--- config.mk ---
export PLATFORM = sky130hd
export DESIGN_NAME = z80_bus_responder_flat
export DESIGN_NICKNAME = d
export VERILOG_FILES = /design/src/rtl/z80_bus_responder_if.sv /design/src/rtl/z80_bus_responder.sv /design/src/flat_wrapper.sv
export SDC_FILE = /design/constraint.sdc
export NUM_CORES = 1
export LEC_CHECK = 0
export BUFFER_PORTS_ARGS = -buffer_cell sky130_fd_sc_hd__buf_2
export CAP_MARGIN = 20
export CORE_MARGIN = 8
export CORE_UTILIZATION = 46
export CTS_BUF_LIST = sky130_fd_sc_hd__clkbuf_8
export CTS_CLUSTER_DIAMETER = 120
export DETAILED_ROUTE_END_ITERATION = 6
export PLACE_DENSITY_LB_ADDON = 0.15
export SYNTH_ARGS = -nofsm -noshare
export SYNTH_HDL_FRONTEND = slang
export SYNTH_SLANG_ARGS = --single-unit
--- constraint.sdc ---
create_clock -name clock -period 1.6 [get_ports clock]
set_clock_uncertainty 0.05 [all_clocks]
set_input_delay 0.32 -clock clock [delete_from_list [all_inputs] [get_ports clock]]
set_output_delay 0.32 -clock clock [all_outputs]
set_load 0.02 [all_outputs]
--- src/rtl/z80_bus_responder_if.sv ---
// Z80 responder bus bundle: the CPU-side strobes and data, plus the level
// req/ack handshake toward the backing target.
interface z80_bus_responder_if;
  // CPU side
  logic        mreq;
  logic        iorq;
  logic        rd;
  logic        wr;
  logic        m1;
  logic        rfsh;
  logic [15:0] a;
  logic [7:0]  q;
  logic [7:0]  d;
  logic        wait_n;
  // Target side
  logic        req;
  logic        we;
  logic        io;
  logic [15:0] addr;
  logic [7:0]  wdata;
  logic        ack;
  logic [7:0]  rdata;
  logic        timeout;

  // Responder view: samples CPU strobes and target completion, drives the rest.
  modport slave (
    input  mreq, iorq, rd, wr, m1, rfsh, a, q, ack, rdata,
    output d, wait_n, req, we, io, addr, wdata, timeout
  );

  // CPU/target view: the environment the responder sits between.
  modport master (
    output mreq, iorq, rd, wr, m1, rfsh, a, q, ack, rdata,
    input  d, wait_n, req, we, io, addr, wdata, timeout
  );
endinterface

--- src/rtl/z80_bus_responder.sv ---
// Z80 bus responder: converts each CPU memory/IO cycle into one req/ack
// transaction, stretches the CPU with wait_n, and returns read data or the
// interrupt-acknowledge vector on d.
module z80_bus_responder #(
  parameter int         TIMEOUT   = 255,
  parameter logic [7:0] IDLE_DATA = 8'hFF,
  parameter logic [7:0] IACK_VEC  = 8'hFF
) (
  input logic                 clock,
  input logic                 reset,
  z80_bus_responder_if.slave  bus
);

  localparam int CW = $clog2(TIMEOUT + 1);
  localparam logic [CW-1:0] LAST = CW'(TIMEOUT - 1);

  typedef enum logic [1:0] {
    S_IDLE,
    S_REQ,
    S_HOLD
  } state_t;

  state_t        state;
  logic [CW-1:0] count;
  logic          cyc_io;   // cycle was started by IORQ (IO or IACK), not MREQ

  logic is_iack;
  logic is_io;
  logic is_mem;
  logic hold_done;

  // Cycle classification from the raw active-low strobes; IACK > IO > MEM
  // priority is applied by the order of tests in the IDLE state.
  assign is_iack   = ~bus.iorq & ~bus.m1;
  assign is_io     = ~bus.iorq &  bus.m1   & (~bus.rd | ~bus.wr);
  assign is_mem    = ~bus.mreq &  bus.rfsh & (~bus.rd | ~bus.wr);
  // The CPU cycle is over once both data strobes and the originating
  // address-space strobe have returned high.
  assign hold_done = bus.rd & bus.wr & (cyc_io ? bus.iorq : bus.mreq);

  // Transaction FSM with all bus outputs registered.
  // NOTE: every state and output register uses <= so all of them update
  // together on the edge; a blocking = here would let later statements see
  // this edge's new values and create order-dependent behaviour.
  always_ff @(posedge clock or negedge reset) begin
    if (!reset) begin
      state       <= S_IDLE;
      count       <= '0;
      cyc_io      <= 1'b0;
      bus.req     <= 1'b0;
      bus.we      <= 1'b0;
      bus.io      <= 1'b0;
      bus.addr    <= '0;
      bus.wdata   <= '0;
      bus.wait_n  <= 1'b1;
      bus.d       <= IDLE_DATA;
      bus.timeout <= 1'b0;
    end else begin
      bus.timeout <= 1'b0;
      case (state)
        S_IDLE: begin
          if (is_iack) begin
            bus.d  <= IACK_VEC;
            cyc_io <= 1'b1;
            state  <= S_HOLD;
          end else if (is_io || is_mem) begin
            bus.req    <= 1'b1;
            bus.wait_n <= 1'b0;
            bus.we     <= ~bus.wr;
            bus.io     <= is_io;
            bus.addr   <= bus.a;
            bus.wdata  <= bus.q;
            cyc_io     <= is_io;
            count      <= '0;
            state      <= S_REQ;
          end
        end

        S_REQ: begin
          // Width covers TIMEOUT, so the final increment on exit cannot wrap.
          count <= count + CW'(1);
          if (bus.ack) begin
            bus.req    <= 1'b0;
            bus.wait_n <= 1'b1;
            if (!bus.we) bus.d <= bus.rdata;
            state <= S_HOLD;
          end else if (count == LAST) begin
            bus.req     <= 1'b0;
            bus.wait_n  <= 1'b1;
            bus.timeout <= 1'b1;
            if (!bus.we) bus.d <= IDLE_DATA;
            state <= S_HOLD;
          end
        end

        S_HOLD: begin
          // Forces at least one IDLE clock so one CPU cycle is serviced once.
          if (hold_done) state <= S_IDLE;
        end

        default: state <= S_IDLE;
      endcase
    end
  end

endmodule
--- src/flat_wrapper.sv ---
// flat-port wrapper written by rule: the top's interface ports become plain ports
module z80_bus_responder_flat 
#(
  parameter int         TIMEOUT   = 255,
  parameter logic [7:0] IDLE_DATA = 8'hFF,
  parameter logic [7:0] IACK_VEC  = 8'hFF
)
  (clock, reset, bus_mreq, bus_iorq, bus_rd, bus_wr, bus_m1, bus_rfsh, bus_a, bus_q, bus_ack, bus_rdata, bus_d, bus_wait_n, bus_req, bus_we, bus_io, bus_addr, bus_wdata, bus_timeout);
  z80_bus_responder_if bus_i ();
  input logic clock;
  input logic reset;
  input wire logic [$bits(bus_i.mreq)-1:0] bus_mreq;
  input wire logic [$bits(bus_i.iorq)-1:0] bus_iorq;
  input wire logic [$bits(bus_i.rd)-1:0] bus_rd;
  input wire logic [$bits(bus_i.wr)-1:0] bus_wr;
  input wire logic [$bits(bus_i.m1)-1:0] bus_m1;
  input wire logic [$bits(bus_i.rfsh)-1:0] bus_rfsh;
  input wire logic [$bits(bus_i.a)-1:0] bus_a;
  input wire logic [$bits(bus_i.q)-1:0] bus_q;
  input wire logic [$bits(bus_i.ack)-1:0] bus_ack;
  input wire logic [$bits(bus_i.rdata)-1:0] bus_rdata;
  output wire logic [$bits(bus_i.d)-1:0] bus_d;
  output wire logic [$bits(bus_i.wait_n)-1:0] bus_wait_n;
  output wire logic [$bits(bus_i.req)-1:0] bus_req;
  output wire logic [$bits(bus_i.we)-1:0] bus_we;
  output wire logic [$bits(bus_i.io)-1:0] bus_io;
  output wire logic [$bits(bus_i.addr)-1:0] bus_addr;
  output wire logic [$bits(bus_i.wdata)-1:0] bus_wdata;
  output wire logic [$bits(bus_i.timeout)-1:0] bus_timeout;
  assign bus_i.mreq = bus_mreq;
  assign bus_i.iorq = bus_iorq;
  assign bus_i.rd = bus_rd;
  assign bus_i.wr = bus_wr;
  assign bus_i.m1 = bus_m1;
  assign bus_i.rfsh = bus_rfsh;
  assign bus_i.a = bus_a;
  assign bus_i.q = bus_q;
  assign bus_i.ack = bus_ack;
  assign bus_i.rdata = bus_rdata;
  assign bus_d = bus_i.d;
  assign bus_wait_n = bus_i.wait_n;
  assign bus_req = bus_i.req;
  assign bus_we = bus_i.we;
  assign bus_io = bus_i.io;
  assign bus_addr = bus_i.addr;
  assign bus_wdata = bus_i.wdata;
  assign bus_timeout = bus_i.timeout;
  z80_bus_responder #(.TIMEOUT(TIMEOUT), .IDLE_DATA(IDLE_DATA), .IACK_VEC(IACK_VEC)) u_core (.clock(clock), .reset(reset), .bus(bus_i));
endmodule
==> results.json, run 1 <==
{
  "dp_cells": 322,
  "die_h_um": 84.9,
  "yosys-top-cells-area": "dfrtp_1 (45%), mux2_2 (12%), dfstp_2 (11%)",
  "critPathMaxFanout": 13,
  "routed_wl_um": 5200,
  "yosysTopAreaCell": "dfrtp_1",
  "r2r_slack_ns": 0.007,
  "die_x_um": 84.9,
  "required_ns": 1.74,
  "synth_cell_types": 43,
  "fp-row-count": 25,
  "syn_nets": 220,
  "hold_path_class": "in2reg",
  "drc": 0,
  "status": "completed",
  "hold_viol_final": 0,
  "avgSynthCellArea_sq_um": 12.3,
  "rsz0062_at_grt": "yes",
  "io_buffers": 77,
  "post-route-period-util_pct": 99.6,
  "vias": 1769,
  "synth_seq_cells": 48,
  "slew_violations": 0,
  "slowest_stage": "dfrtp_1",
  "utilization_pct": 64.3,
  "cts_tree": "yes",
  "max_cap_violations": 0,
  "p_leak_nw": 1.47,
  "final_cells": 334,
  "synth.cell_area_sq_um": 2180,
  "synth_common_cells": "dfrtp_1 (39), mux2_2 (23), inv_1 (20), a21oi_1 (12), dfstp_2 (9)",
  "grt_overflow": 0,
  "worstSetupPathType": "reg2reg",
  "ys_warn_count": 0,
  "placed_area_sq_um": 2780,
  "die-area_sq_um": 7210,
  "irDropWorstVdd_v": 0.00116,
  "cts_buffers": 5,
  "min_from": "bus_a[12]",
  "routedWlPerCell_um": 15.6,
  "max_slew_margin_pct": 76.3,
  "htreeDepth": 2,
  "holdPathStages": 2,
  "finalSetupViolCount": 0,
  "crit_buf_inv": 1,
  "reg2reg_depth": 4,
  "post-route-min-period_ns": 1.59,
  "dpl.hpwl_um": 3790,
  "gp_congestion": 0.811,
  "synth-seq-area-share_pct": 55.5,
  "cts_sinks": 48,
  "powerDensity_nw_per_um2": 1830,
  "ant_nets": 0,
  "crit_chain": "a211o_1, a21oi_4, buf_8, mux2_2",
  "clockBufferDepth": 2,
  "max_freq_mhz": 628,
  "cp-start-kind": "register",
  "antenna_cells": 0,
  "clk_latency_ns": 0.29,
  "start_util_pct": 46.9,
  "grt_pass1_vias": 1813,
  "reg2reg_to": "u_core.bus.wdata[2]",
  "slowest_delay_ns": 0.41,
  "r2r-start": "u_core.state[1]",
  "drt-initial-drc-count": 86,
  "grt_start_max_net_pins": 49,
  "yosysTopAreaCellShare_pct": 44.7,
  "total_power_mw": 5.50,
  "avgViaCountPerCell": 5.30,
  "ios": 78,
  "synthArstFlopShare_pct": 100,
  "grt_usage_pct": 14.6,
  "nets": 322,
  "end_kind": "register",
  "grt_pass1_wl_um": 8670,
  "max_slew.worst_pin.slew_ns": 0.354,
  "drive_gt1_share_pct": 52.9,
  "critPathTopFamily": "compound AO/OA/AOI/OAI gates",
  "holdPathEnd": "u_core.bus.addr[12]",
  "critPathLaunch": "u_core.state[1]",
  "path_clk_slew_ns": 0.09,
  "synth_edf_count": 0,
  "synth_most_common_cell": "dfrtp_1",
  "fin_tns_setup_ns": 0,
  "syn2layout_area_growth_pct": 37.2,
  "core_sq_um": 4660,
  "syn_inst": 177,
  "cts.root.buffer_cell": "clkbuf_8",
  "antenna_found_initial": 0,
  "ys.flop_type": "dfrtp_1",
  "stdcell_area_sq_um": 3000,
  "drtPass1Iterations": 4,
  "critPathArrivalTime_ns": 1.73
}
-- through the flow --
stage | worst slack [ns] | hold slack (ns)
after floorplan | 0.0495 | -0.0256
after global routing | -0.0391 | 0.184
final | 0.00676 | 0.199
after CTS | -0.0207 | 0.181
after detailed placement | -0.0730 | 0.274
after global placement | -0.0310 | 0.273
-- registers in the layout, indices dropped and copies added, names as in the netlist --
register / count
u_core.bus.addr: 16
u_core.bus.d: 8
u_core.bus.wdata: 8
u_core.count: 8
u_core.state: 2
u_core.bus.io: 1
u_core.bus.req: 1
u_core.bus.timeout: 1
u_core.bus.wait_n: 1
u_core.bus.we: 1
u_core.cyc_io: 1
-- cell type report --
type,instances,area [sq um]
Timing Repair Buffer,102,616
Sequential cell,48,1210
Clock buffer,6,82.6
Inverter,20,75.1
Multi-Input combinational cell,102,906
Tap cell,54,67.6
Clock inverter,2,38.8
Fill cell,391,1660
-- what timing repair did --
item / 4_1_cts / 5_1_grt
pin swaps: 0 / 0
endpoints found under the hold margin: 39 / 0
cloned: 1 / 0
hold buffers: 1 / 0
endpoints found under the setup margin: 24 / 24
buffers inserted: 1 / 1
gates resized for setup: 4 / 14
-- where the power goes --
group | switching [mW] | internal, mW
registers | 0.348 | 1.79
logic | 1.29 | 1.16
clock network | 0.396 | 0.511
-- routing by layer --
layer	routed length [um]	global-route usage, %	vias up
li1	-	-	845
met1	2440	19.2	859
met2	2310	21.5	63
met3	433	5.98	2
met4	17	3.88	0
met5	0	0	-
-- cell families (layout without fill, tap and decap cells) --
| group | count (synthesis) | in the layout | share of synthesized area [%] |
|---|---|---|---|
| compound gates | 41 | 41 | 13.7 |
| buf+inv | 27 | 130 | 5.44 |
| mux | 28 | 28 | 14.2 |
| simple gates | 31 | 31 | 10.0 |
| flops | 48 | 48 | 55.5 |
| fa+ha+maj | 2 | 2 | 1.15 |
-- placed cells by master, fill, tap and decap left out, drive strengths merged, types with 3 or more instances in the layout --
cell type / Yosys / final
mux2: 24 / 24
inv: 20 / 20
dfrtp: 39 / 39
clkbuf: 1 / 6
o21ai: 3 / 3
dfstp: 9 / 9
mux2i: 4 / 4
nor2: 6 / 6
o211ai: 4 / 4
buf: 6 / 101
o32ai: 8 / 8
a21oi: 14 / 14
nand2b: 3 / 3
nand2: 3 / 3
o22ai: 4 / 4
-- worst max path at each step --
stage                     endpoint  cells after the start
2_1_floorplan  u_core.bus.addr[10]                      4
3_3_place_gp   u_core.bus.wdata[7]                      5
3_5_place_dp    u_core.bus.addr[1]                      5
4_1_cts        u_core.bus.wdata[5]                      4
5_1_grt        u_core.bus.addr[10]                      4
6_report       u_core.bus.wdata[2]                      4
No activity file was read; power rests on OpenSTA's default activity.
==> run 2, diff against run 1 <==
--- a/config.mk
+++ b/config.mk
@@ -6,13 +6,13 @@
 export NUM_CORES = 1
 export LEC_CHECK = 0
 export BUFFER_PORTS_ARGS = -buffer_cell sky130_fd_sc_hd__buf_2
-export CAP_MARGIN = 20
 export CORE_MARGIN = 8
 export CORE_UTILIZATION = 46
 export CTS_BUF_LIST = sky130_fd_sc_hd__clkbuf_8
 export CTS_CLUSTER_DIAMETER = 120
 export DETAILED_ROUTE_END_ITERATION = 6
 export PLACE_DENSITY_LB_ADDON = 0.15
+export REMOVE_ABC_BUFFERS = 1
 export SYNTH_ARGS = -nofsm -noshare
 export SYNTH_HDL_FRONTEND = slang
 export SYNTH_SLANG_ARGS = --single-unit
==> run 2 against run 1 <==
Routed wire length down 2.9%; clock-buffer cell count unchanged; cell count fell by 2.1%; sequential share of layout area up 2.0 points; critical path depth did not move; largest cell class unchanged; power fell by 7.2%; via count is 3.2% lower; largest power group unchanged; clock power shrank 19%.
==> results.json, run 2 (same netlist as run 1, synthesis figures left out) <==
{
  "status": "completed",
  "routed_wl_um": 5050,
  "antenna_cells": 0,
  "hold_slack_ns": 0.190,
  "utilization_pct": 61.2,
  "clockBufferDepth": 2,
  "rsz0062_at_grt": "yes",
  "nets": 315,
  "core_sq_um": 4660,
  "reg2reg_depth": 4,
  "layout_common_cells": "buf_2 (77), dfrtp_1 (39), mux2_2 (22)",
  "vias": 1713,
  "critPathTopFamily": "compound AO/OA/AOI/OAI gates",
  "fp-row-count": 25,
  "internal_power_mw": 3.12,
  "htreeDepth": 2,
  "switching_share_pct": 38.7,
  "hold_viol_final": 0,
  "drive_gt1_share_pct": 50.9,
  "crit_buf_inv": 1,
  "cts_buffers": 5,
  "crit_chain": "a211o_1, a21oi_2, buf_12, mux2_2",
  "grt_usage_pct": 14.6,
  "post-route-min-period_ns": 1.59,
  "die-area_sq_um": 7210,
  "combinationalPowerShare_pct": 43.8,
  "syn2layout_area_growth_pct": 30.6,
  "post-route-period-util_pct": 99.5,
  "required_ns": 1.74,
  "r2r_slack_ns": 0.008,
  "avgViaCountPerCell": 5.24,
  "drt-initial-drc-count": 65,
  "layout_commonest_cell": "buf_2",
  "max_freq_mhz": 628,
  "drtPass1Iterations": 4,
  "grt_pass1_vias": 1888,
  "ant_nets": 0,
  "io_buffers": 77,
  "max_cap_violations": 0,
  "slowest_stage": "dfrtp_1",
  "critPathMaxFanout": 30,
  "cp-start-kind": "register",
  "start_util_pct": 46.9,
  "powerDensity_nw_per_um2": 1790,
  "multi_input_area_sq_um": 857,
  "grt_start_max_net_pins": 49,
  "grt_overflow": 0,
  "clk_latency_ns": 0.30,
  "die_h_um": 84.9,
  "antenna_found_initial": 0,
  "slowest_delay_ns": 0.39,
  "die_x_um": 84.9,
  "end_kind": "register",
  "r2r-start": "u_core.state[1]",
  "finalSetupViolCount": 0,
  "slew_violations": 0,
  "max_slew_margin_pct": 66.8,
  "worst_slack_ns": 0.00844,
  "drc": 0,
  "critPathLaunch": "u_core.state[1]",
  "largest_reg_flops": 16,
  "p_leak_nw": 1.38,
  "worstSetupPathType": "reg2reg",
  "cts_sinks": 48,
  "p_clk_share_pct": 14.3,
  "max_slew.worst_pin.slew_ns": 0.494,
  "pwr-share-seq_pct": 41.9,
  "cts.root.buffer_cell": "clkbuf_8",
  "hold_path_class": "in2reg",
  "crit_end": "u_core.bus.wdata[2]",
  "dpl.hpwl_um": 3760,
  "pre_cts_slack_ns": -0.0625,
  "critPathArrivalTime_ns": 1.73,
  "reg2reg_to": "u_core.bus.wdata[2]",
  "grt_pass1_wl_um": 8540,
  "path_clk_slew_ns": 0.08,
  "routedWlPerCell_um": 15.4,
  "cts_tree": "yes",
  "irDropWorstVdd_v": 0.000983,
  "gp_congestion": 0.741,
  "ios": 78,
  "fillers": 399,
  "crit_cells": 4,
  "largest_register": "u_core.bus.addr",
  "regArea_sq_um": 1210,
  "switchingPower_mw": 1.98
}
[run 2: cell count changes in the layout (fill, tap and decap cells not counted), moves of 2 or more]
cell / previous run / this run
buf_6: 2 / 0
mux2_2: 12 / 22
mux2_4: 12 / 1
buf_4: 19 / 15
[run 2: power groups by stage]
stage	clock network (mW)	logic, mW	registers (mW)
after global routing	0.804	2.44	2.22
after global placement	0	2.21	2.14
after floorplan	0	0.818	2.70
after CTS	0.763	2.25	2.14
final	0.731	2.23	2.14
after detailed placement	0	2.24	2.15
[run 2: layout make-up]
type                            count  share of cell area (%)
Clock inverter                      2                   0.395
Tap cell                           54                    2.37
Multi-Input combinational cell    102                    30.0
Sequential cell                    48                    42.5
Clock buffer                        6                    2.89
Timing Repair Buffer               95                    19.2
Inverter                           20                    2.63
[run 2: how the worst min path moves through the flow]
stage             start                   to  cells past startpoint
6_report       bus_q[6]  u_core.bus.wdata[6]                      2
5_1_grt        bus_q[1]  u_core.bus.wdata[1]                      2
4_1_cts        bus_q[6]  u_core.bus.wdata[6]                      2
3_5_place_dp      reset        u_core.cyc_io                      2
3_3_place_gp      reset        u_core.bus.io                      2
2_1_floorplan     reset   u_core.bus.addr[0]                      0
[run 2: layer usage]
metal / up-vias / wire length (um) / GRT usage, %
li1: 834 / - / -
met1: 830 / 2230 / 16.5
met2: 43 / 2400 / 23.8
met3: 6 / 353 / 6.47
met4: 0 / 61 / 5.34
met5: - / 0 / 0
[run 2: worst reg2reg max path: cells and delay by family, from the launching register on]
family,cells,cell delay [ns]
AOI/OAI and AO/OA,2,0.46
buffers and inverters,1,0.21
DFF,1,0.39
muxes,1,0.37
[run 2: timing repair]
| item | in CTS | in global routing |
|---|---|---|
| hold buffers | 1 | 0 |
| hold endpoints to repair | 39 | 0 |
| setup buffers | 0 | 2 |
| resized for setup | 0 | 1 |
| endpoints found under the setup margin | 0 | 25 |
[run 2: through the flow]
| stage | TNS (ns) | instances | area [sq um] | total power [mW] |
|---|---|---|---|---|
| after CTS | 0 | 325 | 2840 | 5.15 |
| after global placement | -0.776 | 316 | 2730 | 4.34 |
| after detailed placement | -1.27 | 316 | 2730 | 4.40 |
| after floorplan | -18.18 | 170 | 2140 | 3.52 |
| after global routing | -0.899 | 327 | 2850 | 5.47 |
| final | 0 | 327 | 2850 | 5.10 |
==> run 3, diff against run 2 <==
--- a/config.mk
+++ b/config.mk
@@ -6,7 +6,7 @@
 export NUM_CORES = 1
 export LEC_CHECK = 0
 export BUFFER_PORTS_ARGS = -buffer_cell sky130_fd_sc_hd__buf_2
-export CORE_MARGIN = 8
+export CORE_MARGIN = 5
 export CORE_UTILIZATION = 46
 export CTS_BUF_LIST = sky130_fd_sc_hd__clkbuf_8
 export CTS_CLUSTER_DIAMETER = 120
==> run 3 against run 2 <==
The flow now finishes with violations (setup timing); hold slack worse by 0.0056 ns; die area shrank 14%; setup slack worse by 0.043 ns; non-clock buffer count is 12 higher; critical endpoint is now u_core.bus.wdata[6]; fmax down 2.6%; combinational power increased by 12%; utilization rose by 3.9 points; largest cell class unchanged; power increased by 5.3%.
==> results.json, run 3 (same netlist as run 1, synthesis figures left out) <==
{
  "status": "complete, but fails checks",
  "violations": "setup timing",
  "path_clk_slew_ns": 0.08,
  "worst_slack_ns": -0.0343,
  "post-route-period-util_pct": 102,
  "fp-row-count": 25,
  "cts_tree": "yes",
  "slew_violations": 0,
  "die_x_um": 78.9,
  "max_freq_mhz": 612,
  "hold_path_class": "in2reg",
  "total_power_mw": 5.37,
  "ios": 78,
  "p_leak_nw": 1.49,
  "syn2layout_area_growth_pct": 39.0,
  "cts_buffers": 5,
  "routed_wl_um": 5090,
  "gp_congestion": 0.742,
  "drive_gt1_share_pct": 53.7,
  "irDropWorstVdd_v": 0.000923,
  "largest_register": "u_core.bus.addr",
  "antenna_found_initial": 0,
  "grt_pass1_wl_um": 8080,
  "start_util_pct": 46.9,
  "die_h_um": 78.9,
  "dpl.hpwl_um": 3570,
  "cts_sinks": 48,
  "worstSetupPathType": "reg2reg",
  "clk_latency_ns": 0.29,
  "avgViaCountPerCell": 5.21,
  "finalSetupViolCount": 24,
  "grt_start_max_net_pins": 29,
  "ant_nets": 0,
  "core_sq_um": 4660,
  "routedWlPerCell_um": 15.0,
  "grt_overflow": 0,
  "cts.root.buffer_cell": "clkbuf_8",
  "clockBufferDepth": 2,
  "die-area_sq_um": 6230,
  "io_buffers": 77,
  "grt_usage_pct": 16.3,
  "layout_common_cells": "buf_2 (77), dfrtp_1 (38), buf_4 (24)",
  "max_slew.worst_pin.slew_ns": 0.358,
  "vias": 1765,
  "largest_reg_flops": 16,
  "drc": 0,
  "grt_pass1_vias": 1747,
  "layout_commonest_cell": "buf_2",
  "drtPass1Iterations": 4,
  "drt-initial-drc-count": 62,
  "nets": 327,
  "antenna_cells": 0,
  "cp-start-kind": "register",
  "critPathMaxFanout": 7,
  "htreeDepth": 2,
  "hold_viol_final": 0,
  "max_cap_violations": 0,
  "rsz0062_at_grt": "yes",
  "pre_cts_slack_ns": -0.0461,
  "powerDensity_nw_per_um2": 1770,
  "post-route-min-period_ns": 1.63,
  "max_slew_margin_pct": 76.1,
  "end_kind": "register",
  "required_ns": 1.73,
  "critPathArrivalTime_ns": 1.76
}
==> run 3: area by class of cell <==
type                    count  area (sq um)
inverters                  20          75.1
well taps                  54          67.6
clock inverters             2          11.3
repair buffers            107           677
clock buffers               6          82.6
multi-input cells         102           910
fillers                   361          1620
flip-flops and latches     48          1210
==> run 3: worst max-delay path: stages, from the launching register on <==
cell and delay [ns]:
dfrtp_1 0.40, a211o_1 0.32, a21oi_4 0.15, buf_12 0.14
clkbuf_16 0.16, mux2_4 0.30
==> run 3: what timing repair did <==
action | CTS | global route
resized for setup | 0 | 15
gates cloned | 0 | 3
endpoints found under the hold margin | 39 | 0
setup buffers | 0 | 3
hold buffers | 1 | 0
setup endpoints to repair | 4 | 26
pin swaps | 0 | 1
==> run 3: layer usage <==
| layer | vias up | share of wire (%) | global-route usage, % |
|---|---|---|---|
| li1 | 852 | - | - |
| met1 | 865 | 46 | 22.4 |
| met2 | 43 | 48 | 25.0 |
| met3 | 5 | 5.5 | 4.88 |
| met4 | 0 | 0.98 | 5.15 |
| met5 | - | 0 | 0 |
==> run 3: worst paths after layout <==
path                                  from                   to  slack (ns)  cells after the start
setup / recovery           u_core.state[0]  u_core.bus.wdata[6]       -0.03                      5
hold / removal                    bus_iorq        u_core.bus.io        0.18                      2
setup reg to reg           u_core.state[0]  u_core.bus.wdata[6]       -0.03                      5
hold reg to reg            u_core.bus.d[6]      u_core.bus.d[6]        0.42                      2
max in group asynchronous            reset    u_core.bus.wait_n        0.66                      3
min in group asynchronous            reset   u_core.bus.timeout        0.48                      3
==> run 3: per-stage QoR <==
stage                     std cells  hold slack, ns  cell area, sq um  util (%)   TNS, ns
after floorplan                 170         -0.0256              2140         -    -18.18
after global placement          324           0.261              2780      59.6    -0.493
after detailed placement        324           0.264              2780      59.6    -0.908
after CTS                       333           0.175              2880      61.9  -0.00765
after global routing            339           0.183              3040      65.2     -1.12
final                           339           0.184              3040      65.2    -0.603
==> run 3: where the power goes <==
part | switching [mW] | internal (mW) | leakage [nW]
registers | 0.361 | 1.80 | 0.572
clock network | 0.379 | 0.345 | 0.0486
logic | 1.29 | 1.20 | 0.872
total | 2.03 | 3.34 | 1.49
